## src/rtl/countdown_timer.sv

```systemverilog
// Preset M:SS.d BCD countdown timer with an internal decisecond prescaler.
// Counts down while running and pulses done on reaching 0:00.0.
module countdown_timer #(
  parameter int unsigned TICK_DIV = 10
) (
  input  logic       clk,
  input  logic       clr,
  input  logic       load,
  input  logic       start,
  input  logic       stop,
  input  logic [3:0] set_min,
  input  logic [3:0] set_sec1,
  input  logic [3:0] set_sec0,
  input  logic [3:0] set_deci,
  output logic [3:0] min,
  output logic [3:0] sec1,
  output logic [3:0] sec0,
  output logic [3:0] deci,
  output logic       running,
  output logic       done,
  output logic       expired
);

  localparam int unsigned PW = (TICK_DIV > 1) ? $clog2(TICK_DIV) : 1;
  localparam logic [PW-1:0] PMAX = PW'(TICK_DIV - 1);

  typedef enum logic [1:0] {
    IDLE,
    RUN,
    PAUSE,
    EXPIRED
  } state_e;

  state_e          state_q, state_d;
  logic [PW-1:0]   pre_q, pre_d;
  logic [3:0]      min_q, min_d;
  logic [3:0]      sec1_q, sec1_d;
  logic [3:0]      sec0_q, sec0_d;
  logic [3:0]      deci_q, deci_d;
  logic            done_q, done_d;
  logic            nonzero;
  logic            b_deci, b_sec0, b_sec1;

  function automatic logic [3:0] clamp(input logic [3:0] v,
                                       input logic [3:0] lim);
    return (v > lim) ? lim : v;
  endfunction

  assign nonzero = (min_q != 4'd0) || (sec1_q != 4'd0) ||
                   (sec0_q != 4'd0) || (deci_q != 4'd0);

  always_comb begin
    state_d = state_q;
    pre_d   = pre_q;
    min_d   = min_q;
    sec1_d  = sec1_q;
    sec0_d  = sec0_q;
    deci_d  = deci_q;
    done_d  = 1'b0;
    b_deci  = 1'b0;
    b_sec0  = 1'b0;
    b_sec1  = 1'b0;
    if (load) begin
      min_d   = clamp(set_min, 4'd9);
      sec1_d  = clamp(set_sec1, 4'd5);
      sec0_d  = clamp(set_sec0, 4'd9);
      deci_d  = clamp(set_deci, 4'd9);
      state_d = IDLE;
      pre_d   = '0;
    end else if (stop) begin
      if (state_q == RUN) state_d = PAUSE;
    end else if (state_q == RUN) begin
      if (pre_q == PMAX) begin
        pre_d  = '0;
        b_deci = (deci_q == 4'd0);
        deci_d = b_deci ? 4'd9 : deci_q - 4'd1;
        if (b_deci) begin
          b_sec0 = (sec0_q == 4'd0);
          sec0_d = b_sec0 ? 4'd9 : sec0_q - 4'd1;
        end
        if (b_sec0) begin
          b_sec1 = (sec1_q == 4'd0);
          sec1_d = b_sec1 ? 4'd5 : sec1_q - 4'd1;
        end
        if (b_sec1) min_d = min_q - 4'd1;
        // reaching zero ends the run on the same edge
        if (min_d == 4'd0 && sec1_d == 4'd0 &&
            sec0_d == 4'd0 && deci_d == 4'd0) begin
          state_d = EXPIRED;
          done_d  = 1'b1;
        end
      end else begin
        pre_d = pre_q + 1'b1;
      end
    end else if (start && nonzero &&
                 (state_q == IDLE || state_q == PAUSE)) begin
      state_d = RUN;
    end
  end

  always_ff @(posedge clk) begin
    if (clr) begin
      state_q <= IDLE;
      pre_q   <= '0;
      min_q   <= '0;
      sec1_q  <= '0;
      sec0_q  <= '0;
      deci_q  <= '0;
      done_q  <= 1'b0;
    end else begin
      state_q <= state_d;
      pre_q   <= pre_d;
      min_q   <= min_d;
      sec1_q  <= sec1_d;
      sec0_q  <= sec0_d;
      deci_q  <= deci_d;
      done_q  <= done_d;
    end
  end

  assign min     = min_q;
  assign sec1    = sec1_q;
  assign sec0    = sec0_q;
  assign deci    = deci_q;
  assign running = (state_q == RUN);
  assign expired = (state_q == EXPIRED);
  assign done    = done_q;

endmodule
```

## config.mk

```make
export PLATFORM = sky130hd
export DESIGN_NAME = countdown_timer
export DESIGN_NICKNAME = d
export VERILOG_FILES = /design/src/rtl/countdown_timer.sv
export SDC_FILE = /design/constraint.sdc
export NUM_CORES = 1
export LEC_CHECK = 0
export ABC_AREA = 1
export BUFFER_PORTS_ARGS = -buffer_cell sky130_fd_sc_hd__buf_2
export CAP_MARGIN = 10
export CORE_MARGIN = 2
export CORE_UTILIZATION = 31
export DETAILED_ROUTE_END_ITERATION = 8
export PLACE_DENSITY = 0.62
export SETUP_SLACK_MARGIN = 0.2
export SLEW_MARGIN = 10
export SYNTH_ARGS = -nofsm -noshare
export SYNTH_HDL_FRONTEND = slang
export SYNTH_SLANG_ARGS = --single-unit
```

## constraint.sdc

```tcl
create_clock -name clk -period 4.2 [get_ports clk]
set_input_delay 0.84 -clock clk [delete_from_list [all_inputs] [get_ports clk]]
set_output_delay 0.84 -clock clk [all_outputs]
set_load 0.01 [all_outputs]
```

==> run_results.csv <==
group,metric,value,unit
outcome,outcome,"complete, no violations",
clock_tree,cts_setup_buffers,0,
cells_and_area,regArea,460,um2
cells_and_area,drive_above_1_share,0.219,
clock_tree,cts.sinks,23,
cells_and_area,fill_cells,536,
power_and_ir_drop,power.leakage,0.895,nW
yosys,synth_flop_cell,"dfxtp_1",
placed_design,gp_congestion,0.773,
cells_and_area,fin_area,0.00184,mm2
sta,hold_violations,0,
worst_setup_path,crit_required,4.36,ns
sta,totalNegativeSetupSlack,0,ns
worst_setup_path,critical_path_class,"input port to flop",
hold_path,min_from,"pre_q[3]",
route,drc,0,
floorplan,num_rows,25,
yosys,avgSynthCellArea,6.37,um2
grt,antenna_found_initial,0,
clock_tree,hold_buffers,0,
hold_path,hp-class,"flop to flop",
floorplan,die_area,0.00551,mm2
placed_design,placed_area,0.00179,mm2
cells_and_area,final_common_cell,"nand2_1",
floorplan,ios,40,
clock_tree,clock_latency,0.27,ns
yosys,syn_area,0.00153,mm2
worst_setup_path,critPathLaunchType,"input port",
route,wl_per_cell,10.9,um
sta,report.final.slew_viol_count,0,
sta,finClkSkew,0.00689,ns
sta,fmax,511,MHz
route,wirelength,3.77,mm
clock_tree,htreeDepth,1,
sta,tightest_slew,0.341,ns
cells_and_area,multiInputGateArea,908,um2
run,maxCapViolations,0,
yosys,synth_edf_count,0,
route,viasPerCell,4.53,
grt,grt_pass1_vias,1448,
yosys,synth_fp_nets,263,
clock_tree,cts.clk_slew.worst_paths,0.09,ns
worst_setup_path,worstSetupEndpointType,"flop",
floorplan,core_area,0.00475,mm2
cells_and_area,antennaDiodeCount,0,
floorplan,die_y,74.2,um
sta,whs,0.477,ns
grt,global_route.usage.total,0.143,
clock_tree,numCtsBuffers,3,
grt,grt_max_degree,21,
sta,rsz0062_at_grt,"no",
yosys,synth-seq-area-share,0.301,
clock_tree,cts_buffer_depth,2,
floorplan,fp.dieW,74.2,um
yosys,synth_cells,240,
sta,period_needed,1.96,ns
yosys,synth.distinct_cells,35,
clock_tree,cts_resized,0,
floorplan,start_util,0.322,
sta,relSlewSlack,0.767,
cells_and_area,area_growth,20.0,%
cells_and_area,final_cell_mix,"56 x nand2_1, 39 x buf_2, 35 x inv_1",
clock_tree,cts_tree,"built",
grt,gr-total-overflow,0,
worst_setup_path,worstSetupStartpoint,"stop",
sta,setup_violations,0,
route,drt_iter0_drc,67,
cells_and_area,final_nets,302,
yosys,synth_seq_cells,23,
route,firstDrtPassIters,4,
worst_setup_path,crit_fanout,13,
worst_setup_path,critPathArrivalTime,2.11,ns
clock_tree,cts_root_buf,"clkbuf_8",
placed_design,dp_hpwl,2.96,mm
route,vias,1563,
grt,grt_pass1_wl,6.23,mm
route,postRouteAntennaNets,0,
worst_setup_path,worstReg2RegStart,"state_q[0]",
placed_design,place.port_buffers,39,
sta,post-route-period-util,0.466,
power_and_ir_drop,power.density,291,mW/mm2
yosys,yosysWarnings,0,
yosys,synthArstFlopShare,0,
power_and_ir_drop,peakVddDrop,0.108,mV
## flip-flops by register name, summed over array words and instances (netlist names)
name and count:
deci 4, min 4, pre_q 4, sec0 4, sec1 4, state_q 2, done 1
## final cells by class
| cell class | count | share of cell area |
|---|---|---|
| Inverter | 36 | 0.0736 |
| Tap cell | 67 | 0.0457 |
| Clock buffer | 4 | 0.0245 |
| Multi-Input combinational cell | 175 | 0.495 |
| Sequential cell | 23 | 0.251 |
| Timing Repair Buffer | 40 | 0.110 |
## worst paths after layout
check | cells after the start | slack (ns) | to
setup / recovery | 10 | 2.24 | min[0]
hold reg to reg | 2 | 0.48 | pre_q[3]
setup reg to reg | 10 | 2.38 | min[0]
hold / removal | 2 | 0.48 | pre_q[3]
## through the flow
step,cells,total power [W],utilization,worst slack [ns]
floorplan,240,0.000356,-,2.36
global placement,341,0.000398,0.377,2.00
detailed placement,341,0.000399,0.377,1.97
CTS,345,0.000543,0.386,2.26
global route,345,0.000572,0.386,2.11
finish,345,0.000534,0.386,2.24
## cell usage after synthesis, drive strengths merged, types with 3 or more instances
master   n  area share
a221oi   3       0.017
clkbuf   4      0.0098
nor3     6       0.023
o21ai   14       0.048
a21oi   14       0.046
nand2   62        0.17
a31oi    9       0.037
inv     36       0.088
nor2    40        0.13
nand3    9       0.033
dfxtp   23        0.30
xor2     3       0.017
## kinds of logic (layout without fill, tap and decap cells)
| group | Yosys count | count (layout) | synth area share |
|---|---|---|---|
| AO/OA/AOI/OAI | 48 | 48 | 0.189 |
| adder cells (fa/ha/maj) | 2 | 2 | 0.0164 |
| buffers and inverters | 42 | 80 | 0.105 |
| XOR/XNOR | 3 | 3 | 0.0172 |
| AND/OR/NAND/NOR | 122 | 122 | 0.372 |
| flip-flops | 23 | 23 | 0.301 |
## critical path: stages
cell     delay (ns)
buf_2          0.10
inv_1          0.06
nand2_1        0.11
nor2_1         0.21
nor2_1         0.07
buf_4          0.20
inv_2          0.18
o21ai_0        0.13
o22ai_1        0.14
a21oi_1        0.08
## routing by layer
metal | vias to the layer above | track usage | wire, um | share of wire
met2 | 29 | 0.243 | 1740 | 0.46
met5 | - | 0 | 0 | 0
met4 | 0 | 0.0238 | 15 | 0.0040
met1 | 680 | 0.192 | 1840 | 0.49
li1 | 852 | - | - | -
met3 | 2 | 0.0298 | 177 | 0.047
## where the power goes
group | leakage, nW | switching [W] | internal, W | total (W)
Combinational | 0.684 | 0.0000940 | 0.0000562 | 0.000150
Sequential | 0.189 | 0.0000138 | 0.000229 | 0.000243
Clock | 0.0228 | 0.0000727 | 0.0000678 | 0.000140
Total | 0.895 | 0.000181 | 0.000353 | 0.000534
No activity file was read; power rests on OpenSTA's default activity.
